==> src/rtl/id_stage_hz.sv <==
// rtl/id_stage_hz.sv - decode stage with integrated ID/EX register, load-use hazard detection and stall counter
//
// Modules in this file:
//   i_decoder  : RV32I-style control decode from the instruction word
//   immd_gen   : sign-extended immediate for I/S/B/U/J formats (0 for R-type)
//   regfile    : NUM_REGS x WORD_SIZE, sync reset clear, x0 hardwired to 0
//   id_stage_hz: top; decode + regfile read captured into the ID/EX register
//
// id_stage_hz ports:
//   clk, rst                 : clock, synchronous active-high reset
//   if_valid, pc, instr      : instruction presented by IF/ID
//   ex_stall, flush          : execute back-pressure, redirect kill
//   reg_write, rd_select, rd_data : write-back port into the regfile
//   id_stall                 : combinational hold request to IF and IF/ID
//   ex_valid .. jump         : registered ID/EX contents
//   stall_cnt                : saturating count of inserted load-use bubbles
//
// Build option: define ID_WB_BYPASS_EN to forward the write-back value into
// the operands captured in the same cycle.

module i_decoder #(
    parameter int WORD_SIZE = 32,
    parameter int REG_SEL   = 5
) (
    input  logic [WORD_SIZE-1:0] instr,
    output logic [REG_SEL-1:0]   rs1,
    output logic [REG_SEL-1:0]   rs2,
    output logic [REG_SEL-1:0]   rd,
    output logic [3:0]           alu_op,
    output logic                 mem_read,
    output logic                 mem_write,
    output logic                 mem_to_reg,
    output logic                 reg_write,
    output logic                 alu_src,
    output logic                 branch,
    output logic                 jump
);
    logic [6:0] opcode;
    logic [2:0] funct3;
    logic       unused_bits;

    assign opcode      = instr[6:0];
    assign funct3      = instr[14:12];
    assign unused_bits = ^{instr[31], instr[29:25]};

    // rs2 is always taken from its field, even for formats without rs2;
    // hazard detection on it is deliberately conservative.
    assign rs1 = REG_SEL'(instr[19:15]);
    assign rs2 = REG_SEL'(instr[24:20]);
    assign rd  = REG_SEL'(instr[11:7]);

    always_comb begin
        alu_op     = 4'b0000;
        mem_read   = 1'b0;
        mem_write  = 1'b0;
        mem_to_reg = 1'b0;
        reg_write  = 1'b0;
        alu_src    = 1'b0;
        branch     = 1'b0;
        jump       = 1'b0;
        case (opcode)
            7'b0110011: begin                       // OP
                alu_op    = {instr[30], funct3};
                reg_write = 1'b1;
            end
            7'b0010011: begin                       // OP-IMM; bit30 only meaningful for SRAI
                alu_op    = {(funct3 == 3'b101) & instr[30], funct3};
                reg_write = 1'b1;
                alu_src   = 1'b1;
            end
            7'b0000011: begin                       // LOAD
                mem_read   = 1'b1;
                mem_to_reg = 1'b1;
                reg_write  = 1'b1;
                alu_src    = 1'b1;
            end
            7'b0100011: begin                       // STORE
                mem_write = 1'b1;
                alu_src   = 1'b1;
            end
            7'b1100011: begin                       // BRANCH compares via subtract
                alu_op = 4'b1000;
                branch = 1'b1;
            end
            7'b1101111: begin                       // JAL
                jump      = 1'b1;
                reg_write = 1'b1;
            end
            7'b1100111: begin                       // JALR
                jump      = 1'b1;
                reg_write = 1'b1;
                alu_src   = 1'b1;
            end
            7'b0110111: begin                       // LUI: ALU passes the immediate through
                alu_op    = 4'b1111;
                reg_write = 1'b1;
                alu_src   = 1'b1;
            end
            7'b0010111: begin                       // AUIPC: execute adds pc + immediate
                reg_write = 1'b1;
                alu_src   = 1'b1;
            end
            default: ;
        endcase
    end
endmodule

module immd_gen #(
    parameter int WORD_SIZE = 32
) (
    input  logic [WORD_SIZE-1:0] instr,
    output logic [WORD_SIZE-1:0] immd
);
    logic signed [31:0] imm32;

    always_comb begin
        imm32 = '0;
        case (instr[6:0])
            7'b0010011, 7'b0000011, 7'b1100111:
                imm32 = {{20{instr[31]}}, instr[31:20]};
            7'b0100011:
                imm32 = {{20{instr[31]}}, instr[31:25], instr[11:7]};
            7'b1100011:
                imm32 = {{19{instr[31]}}, instr[31], instr[7], instr[30:25], instr[11:8], 1'b0};
            7'b0110111, 7'b0010111:
                imm32 = {instr[31:12], 12'b0};
            7'b1101111:
                imm32 = {{11{instr[31]}}, instr[31], instr[19:12], instr[20], instr[30:21], 1'b0};
            default: imm32 = '0;
        endcase
    end

    assign immd = WORD_SIZE'(imm32);
endmodule

module regfile #(
    parameter int WORD_SIZE = 32,
    parameter int NUM_REGS  = 32,
    parameter int REG_SEL   = $clog2(NUM_REGS)
) (
    input  logic                 clk,
    input  logic                 rst,
    input  logic                 we,
    input  logic [REG_SEL-1:0]   wsel,
    input  logic [WORD_SIZE-1:0] wdata,
    input  logic [REG_SEL-1:0]   rsel1,
    input  logic [REG_SEL-1:0]   rsel2,
    output logic [WORD_SIZE-1:0] rdata1,
    output logic [WORD_SIZE-1:0] rdata2
);
    logic [WORD_SIZE-1:0] regs [NUM_REGS];

    always_ff @(posedge clk) begin
        if (rst) begin
            for (int i = 0; i < NUM_REGS; i++) regs[i] <= '0;
        end else if (we && (wsel != '0)) begin
            regs[wsel] <= wdata;
        end
    end

    assign rdata1 = (rsel1 == '0) ? '0 : regs[rsel1];
    assign rdata2 = (rsel2 == '0) ? '0 : regs[rsel2];
endmodule

module id_stage_hz #(
    parameter int WORD_SIZE = 32,
    parameter int NUM_REGS  = 32,
    parameter int REG_SEL   = $clog2(NUM_REGS),
    parameter int ADDR_SIZE = 10,
    parameter int CNT_W     = 16
) (
    input  logic                 clk,
    input  logic                 rst,
    input  logic                 if_valid,
    input  logic [ADDR_SIZE-1:0] pc,
    input  logic [WORD_SIZE-1:0] instr,
    input  logic                 ex_stall,
    input  logic                 flush,
    input  logic                 reg_write,
    input  logic [REG_SEL-1:0]   rd_select,
    input  logic [WORD_SIZE-1:0] rd_data,
    output logic                 id_stall,
    output logic                 ex_valid,
    output logic [ADDR_SIZE-1:0] pc_out,
    output logic [WORD_SIZE-1:0] immd,
    output logic [WORD_SIZE-1:0] data1,
    output logic [WORD_SIZE-1:0] data2,
    output logic [3:0]           alu_op,
    output logic [REG_SEL-1:0]   rd,
    output logic [REG_SEL-1:0]   rs1,
    output logic [REG_SEL-1:0]   rs2,
    output logic                 mem_read,
    output logic                 mem_write,
    output logic                 mem_to_reg,
    output logic                 reg_write_out,
    output logic                 alu_src,
    output logic                 branch,
    output logic                 jump,
    output logic [CNT_W-1:0]     stall_cnt
);
    logic [REG_SEL-1:0]   d_rs1, d_rs2, d_rd;
    logic [3:0]           d_alu_op;
    logic                 d_mem_read, d_mem_write, d_mem_to_reg, d_reg_write;
    logic                 d_alu_src, d_branch, d_jump;
    logic [WORD_SIZE-1:0] d_immd, rf_data1, rf_data2, op1, op2;
    logic                 lu, ex_clr;

    i_decoder #(.WORD_SIZE(WORD_SIZE), .REG_SEL(REG_SEL)) u_dec (
        .instr(instr), .rs1(d_rs1), .rs2(d_rs2), .rd(d_rd), .alu_op(d_alu_op),
        .mem_read(d_mem_read), .mem_write(d_mem_write), .mem_to_reg(d_mem_to_reg),
        .reg_write(d_reg_write), .alu_src(d_alu_src), .branch(d_branch), .jump(d_jump)
    );

    immd_gen #(.WORD_SIZE(WORD_SIZE)) u_imm (.instr(instr), .immd(d_immd));

    regfile #(.WORD_SIZE(WORD_SIZE), .NUM_REGS(NUM_REGS), .REG_SEL(REG_SEL)) u_rf (
        .clk(clk), .rst(rst), .we(reg_write), .wsel(rd_select), .wdata(rd_data),
        .rsel1(d_rs1), .rsel2(d_rs2), .rdata1(rf_data1), .rdata2(rf_data2)
    );

`ifdef ID_WB_BYPASS_EN
    assign op1 = (reg_write && (rd_select != '0) && (rd_select == d_rs1)) ? rd_data : rf_data1;
    assign op2 = (reg_write && (rd_select != '0) && (rd_select == d_rs2)) ? rd_data : rf_data2;
`else
    assign op1 = rf_data1;
    assign op2 = rf_data2;
`endif

    assign lu = ex_valid && mem_read && (rd != '0) && if_valid &&
                ((rd == d_rs1) || (rd == d_rs2));

    assign id_stall = (lu | ex_stall) & ~flush;

    // ex_stall outranks lu: the bubble only goes in when execute can accept.
    assign ex_clr = rst | flush | (~ex_stall & lu);

    always_ff @(posedge clk) begin
        if (ex_clr) begin
            ex_valid      <= 1'b0;
            pc_out        <= '0;
            immd          <= '0;
            data1         <= '0;
            data2         <= '0;
            alu_op        <= '0;
            rd            <= '0;
            rs1           <= '0;
            rs2           <= '0;
            mem_read      <= 1'b0;
            mem_write     <= 1'b0;
            mem_to_reg    <= 1'b0;
            reg_write_out <= 1'b0;
            alu_src       <= 1'b0;
            branch        <= 1'b0;
            jump          <= 1'b0;
        end else if (!ex_stall) begin
            ex_valid      <= if_valid;
            pc_out        <= if_valid ? pc       : '0;
            immd          <= if_valid ? d_immd   : '0;
            data1         <= if_valid ? op1      : '0;
            data2         <= if_valid ? op2      : '0;
            alu_op        <= if_valid ? d_alu_op : '0;
            rd            <= if_valid ? d_rd     : '0;
            rs1           <= if_valid ? d_rs1    : '0;
            rs2           <= if_valid ? d_rs2    : '0;
            mem_read      <= if_valid & d_mem_read;
            mem_write     <= if_valid & d_mem_write;
            mem_to_reg    <= if_valid & d_mem_to_reg;
            reg_write_out <= if_valid & d_reg_write;
            alu_src       <= if_valid & d_alu_src;
            branch        <= if_valid & d_branch;
            jump          <= if_valid & d_jump;
        end
    end

    always_ff @(posedge clk) begin
        if (rst) begin
            stall_cnt <= '0;
        end else if (!flush && !ex_stall && lu && (stall_cnt != '1)) begin
            stall_cnt <= stall_cnt + 1'b1;
        end
    end
endmodule

==> config.mk <==
export PLATFORM = sky130hd
export DESIGN_NAME = id_stage_hz
export DESIGN_NICKNAME = d
export VERILOG_FILES = /design/src/rtl/id_stage_hz.sv
export SDC_FILE = /design/constraint.sdc
export NUM_CORES = 2
export LEC_CHECK = 0
export BUFFER_PORTS_ARGS = -buffer_cell sky130_fd_sc_hd__buf_2
export CORE_ASPECT_RATIO = 2
export CORE_MARGIN = 2
export CORE_UTILIZATION = 25
export CTS_CLUSTER_SIZE = 14
export DETAILED_ROUTE_END_ITERATION = 8
export RECOVER_POWER = 50
export SETUP_SLACK_MARGIN = 0.15
export SYNTH_ARGS = -nofsm -noshare
export SYNTH_HDL_FRONTEND = slang
export SYNTH_SLANG_ARGS = --single-unit
==> constraint.sdc <==
create_clock -name clk -period 4.1 [get_ports clk]
set_input_delay 0.615 -clock clk [delete_from_list [all_inputs] [get_ports clk]]
set_output_delay 0.615 -clock clk [all_outputs]
set_load 0.005 [all_outputs]
Word-level counts from Yosys, hierarchy flattened:

Memories as Yosys holds them, arrays and structs flattened.
Cells that the tools add are included.

* add/subtract/negate cells: 1
* equality and inequality tests: 13
* muxes and demuxes: 26
* bitwise gates (word level): 14
* reductions and logical operators: 21

Operators with widths (number)
* $mux 32: 6
* $pmux 32 s5: 1
* $reduce_or 32->1: 1
* $eq 7x6->1 const B: 3
* $eq 7x7->1 const B: 3
* $mux 5: 4
* $add 16x1->16 const B: 1
* $ne 16x16->1 const B: 1
* $pmux 4 s4: 1
* $eq 7x5->1 const B: 2
* $mux 1: 12
* $eq 5x5->1: 2
* $logic_not 5->1: 2
* $mux 10: 1
* $reduce_bool 5->1: 2
* $and 1x1->1: 9
* $logic_and 1x1->1: 8
* $eq 7x2->1 const B: 1
* $reduce_or 7->1: 1
* $reduce_or 6->1: 1
* $mux 4: 1
* $reduce_or 2->1: 2
* $eq 3x3->1 const B: 1
* $or 1x1->1: 3
* other kinds (4): 6

* flip-flop bits (word level): 148
* RAM bits: 1024
* input bits: 85
* output and inout port bits: 150
* memories kept: 1

Memory list
* u_rf.regs: depth 32, width 32, rd ports 2, clocked after memory_dff 0, wr ports 32, RTL line 151 `logic [WORD_SIZE-1:0] regs [NUM_REGS];`

Depth between registers and ports, before layout:

* word-level depth: 7
* gate-level depth with buffers: 10
* mapped depth without buffers: 6

By module:

From an unflattened synthesis, not the netlist that was laid out.

* cells, all modules: 4193
* area total of the unflattened synthesis: 60496.8 µm²

Modules (own cells, without submodules)
* regfile: instances 1, cells each 3502, area an instance 54253.3 µm², sequential area each 30749.5 µm²
* id_stage_hz: instances 1, cells each 562, area an instance 5323.9 µm², sequential area each 2982.9 µm²
* immd_gen: instances 1, cells each 76, area an instance 553.0 µm², sequential area each 0.0 µm²
* i_decoder: instances 1, cells each 53, area an instance 366.6 µm², sequential area each 0.0 µm²

Least setup slack after synthesis:

Ideal clock, no wire load.

* kind: input -> output
* from: input port instr[19]
* to: output port id_stall
* arrival: 1994 ps
* data required time: 3485 ps
* path slack: 1491 ps
* cell stages on the path: 8
* path buffers: 3
* cells stage by stage: clkbuf_1 -> xor2_1 -> nor3_1 -> a22oi_1 -> buf_2 -> clkbuf_1 -> nor2_1 -> o21ba_2

* longest elaborated chain between the ends: 5

Ends and longest elaborated chain
* from (decl): RTL line 176 `input logic [WORD_SIZE-1:0] instr,`
* $eq 5x5->1: RTL line 230 `((rd == d_rs1) || (rd == d_rs2));`
* $logic_or 1x1->1: RTL line 230
* $logic_and 1x1->1: RTL line 229 `assign lu = ex_valid && mem_read && (rd != '0) && if_valid &&`
* $or 1x1->1: RTL line 232 `assign id_stall = (lu | ex_stall) & ~flush;`
* $and 1x1->1: RTL line 232
* to (decl): RTL line 182 `output logic id_stall,`

No other way between the ends.

==> summary.txt <==
share of layout cells above drive strength 1 -> 0.216
Post-synth EDFFs -> 1024
Seq/Total Area, Yosys -> 0.553
placed cells -> 7690
most frequent cells in the layout -> edfxtp_1 (1024), and2_1 (714), mux4_2 (367)
Worst setup SP type -> input pin
Root Buffer -> clkbuf_16
Chip Height -> 702 um
Critical Path RT -> 4.67 ns
status -> finished, violations left
fin worst setup slack -> 0.323 ns
Seq. cell area -> 0.0337 mm^2
CTS tree -> built
Avg Cell Area, Syn -> 13.6 um^2
initial cell density of the core -> 0.251
Crit Path Category -> input pin to flop
Layout area overhead -> 13.2%
number of max-cap violations -> 19
total CTS buffers -> 97
cells after synthesis -> 4486
pre-CTS setup slack -> 0.435 ns
Leak Pwr -> 23.0 nW
Multi-input gate area -> 0.0255 mm^2
Final Non-Filler Cells -> 7877
Hold Path Class -> input pin to flop
Setup violations, final -> 0
hold_sp -> pc[8]
PortBufs -> 234
max FFs per register -> 1024
largest net degree at the start of global routing -> 83
Ys Warns -> 0
clock skew -> 0.0282 ns
synthesized flop and latch total -> 1172
Clock H-tree levels -> 3
post-DP HPWL -> 155000 um
Setup crit end kind -> flop
DRT antenna net count -> 0
antenna violations before repair -> 30
CP arrival -> 4.35 ns
cts repair resizes -> 0
clock power share -> 0.350
crit-path max FO -> 32
Slew Viols, Final -> 474
Max VDD drop -> 0.000327 V
final hold violation count -> 0
post-synthesis cell type count -> 70
CTS hold repair buffers -> 0
Gate power share -> 0.123
clk slew on worst S/H paths -> 0.07 ns
CP Launch Point -> rst
# rows -> 256
Tmin final -> 3.78 ns
R2R Path Start -> rd[0]$_SDFFE_PP0N_
synthesized area -> 0.0610 mm^2
mean number of vias per cell -> 5.35
routability cong. -> 0.889
Slew @ Worst Pin -> 2.92 ns
final wirelength -> 243000 um
die area -> 0.248 mm^2
most common cell after layout, fill and taps aside -> edfxtp_1
Fmax -> 265 MHz
# DRC -> 0
Psw -> 6.91 mW
vias in the first global route -> 43600
DR WL/cell -> 30.8 um
largest register by flop count -> u_rf.regs
DR vias -> 42100
first-pass GRT wire length -> 332000 um
Final Instance Area -> 0.0690 mm^2
asr flop ratio synth -> 0
DRT iter0 DRCs -> 4990
drt pass-1 iters -> 8
nets -> 4650
top_reg_cell synth -> edfxtp_1
I/O Pins -> 235
Power Total -> 26.3 mW
chip width -> 353 um
clock latency on the worst-skew pair -> 0.74 ns
Power Dens Cells -> 382 mW/mm^2
Area after DPL -> 0.0663 mm^2
fillers -> 24800
fin util -> 0.284
Longest Clk Path Bufs -> 3
Global Route Usage Sum -> 0.190
Fin Setup TNS -> 0 ns
hold slack -> 0.127 ns
core footprint -> 0.243 mm^2
clock sink count -> 1172
Int Pwr -> 19.4 mW
relative slew slack -> -0.947
period utilization -> 0.921
total gr overflow -> 0
Post-CTS Repair Setup Buffers -> 0
violated checks -> capacitance limit, slew limit
RSZ-0062 raised after global routing -> false
sw frac -> 0.262
part of the power in registers -> 0.527
-- metal layers --
metal / vias to the layer above / share of wire / GRT usage
li1: 17100 / - / -
met3: 984 / 0.089 / 0.0423
met1: 21300 / 0.30 / 0.183
met4: 16 / 0.10 / 0.170
met2: 2728 / 0.50 / 0.337
met5: - / 0.00042 / 0
-- cells by family after synthesis --
| group | Yosys count | share of synthesized area |
|---|---|---|
| other | 1 | 0.0000615 |
| adders and majority gates | 1 | 0.000205 |
| buffers and inverters | 478 | 0.0352 |
| xor gates and xnor gates | 10 | 0.00144 |
| muxes | 706 | 0.193 |
| AOI/OAI and AO/OA | 571 | 0.0702 |
| DFF | 1172 | 0.553 |
| and+or+nand+nor | 1547 | 0.147 |
-- synthesized netlist by cell type, types with 5 or more instances --
library cell  count  area, um^2
a221oi_1         85         744
clkbuf_1        335        1260
o211ai_1          7        52.6
a211o_1          11        96.3
buf_6            16         180
and2_1          997        6240
o22ai_1          27         169
o22a_1            8        70.1
a2111oi_0         7        61.3
a21oi_1         108         541
or4_1             9        67.6
nand3_1          47         235
a22o_1           20         175
or2_2            33         206
o221ai_1         25         219
edfxtp_1       1024       30700
dfxtp_1         148        2960
a21o_1           30         225
or3b_2            5        43.8
nor4_1           16         100
a41oi_1           7        61.3
a222oi_1          7        70.1
buf_2            66         330
nor2_1          119         447
inv_1            10        37.5
xor2_1           10        87.6
nor2b_1          20         125
nor3_1           32         160
a22oi_1          99         743
a2111oi_2         5        75.1
a211oi_1          8        60.1
o31ai_1           8        60.1
mux4_2          367        8270
o21ai_0          53         265
mux2i_1         234        2340
nand4_1          19         119
mux2_2          105        1180
and4_1           14         123
nand2_1         183         687
buf_1            11        41.3
buf_4            40         300
a211oi_2         26         325
nand2b_1         26         163
a32oi_1           8        70.1
-- power groups by stage --
stage	combinational (mW)	clock [mW]	sequential, mW
2_1_floorplan	1.94	0	14.0
3_3_place_gp	3.18	0	14.1
3_5_place_dp	3.20	0	14.1
4_1_cts	3.21	9.29	13.9
5_1_grt	3.33	9.67	13.9
6_report	3.24	9.21	13.9
-- worst max-delay path, stage by stage --
cell,delay [ns]
buf_4,0.22
and3b_1,0.58
nand2_1,0.33
nor2_4,0.16
clkbuf_1,2.08
and2_0,0.32
-- path summary, 6_finish.rpt --
check	to	slack (ns)	cells after the start
worst max-delay path	u_rf.regs[15][0]$_SDFFCE_PN0P_	0.32	6
worst min register to register	data1[31]$_SDFFE_PP0N_	0.48	2
worst max register to register	data1[21]$_SDFFE_PP0N_	1.13	6
worst min-delay path	pc_out[8]$_SDFFE_PP0N_	0.13	3
-- cell type report --
type	instances	area share
antenna	7	0.000254
clock buffer	161	0.0398
clock inverter	19	0.00228
inverter	10	0.000544
multi-input combinational	2867	0.370
sequential	1172	0.489
tap	3225	0.0585
timing repair buffer	416	0.0400
(Power assumes the default switching activity.)
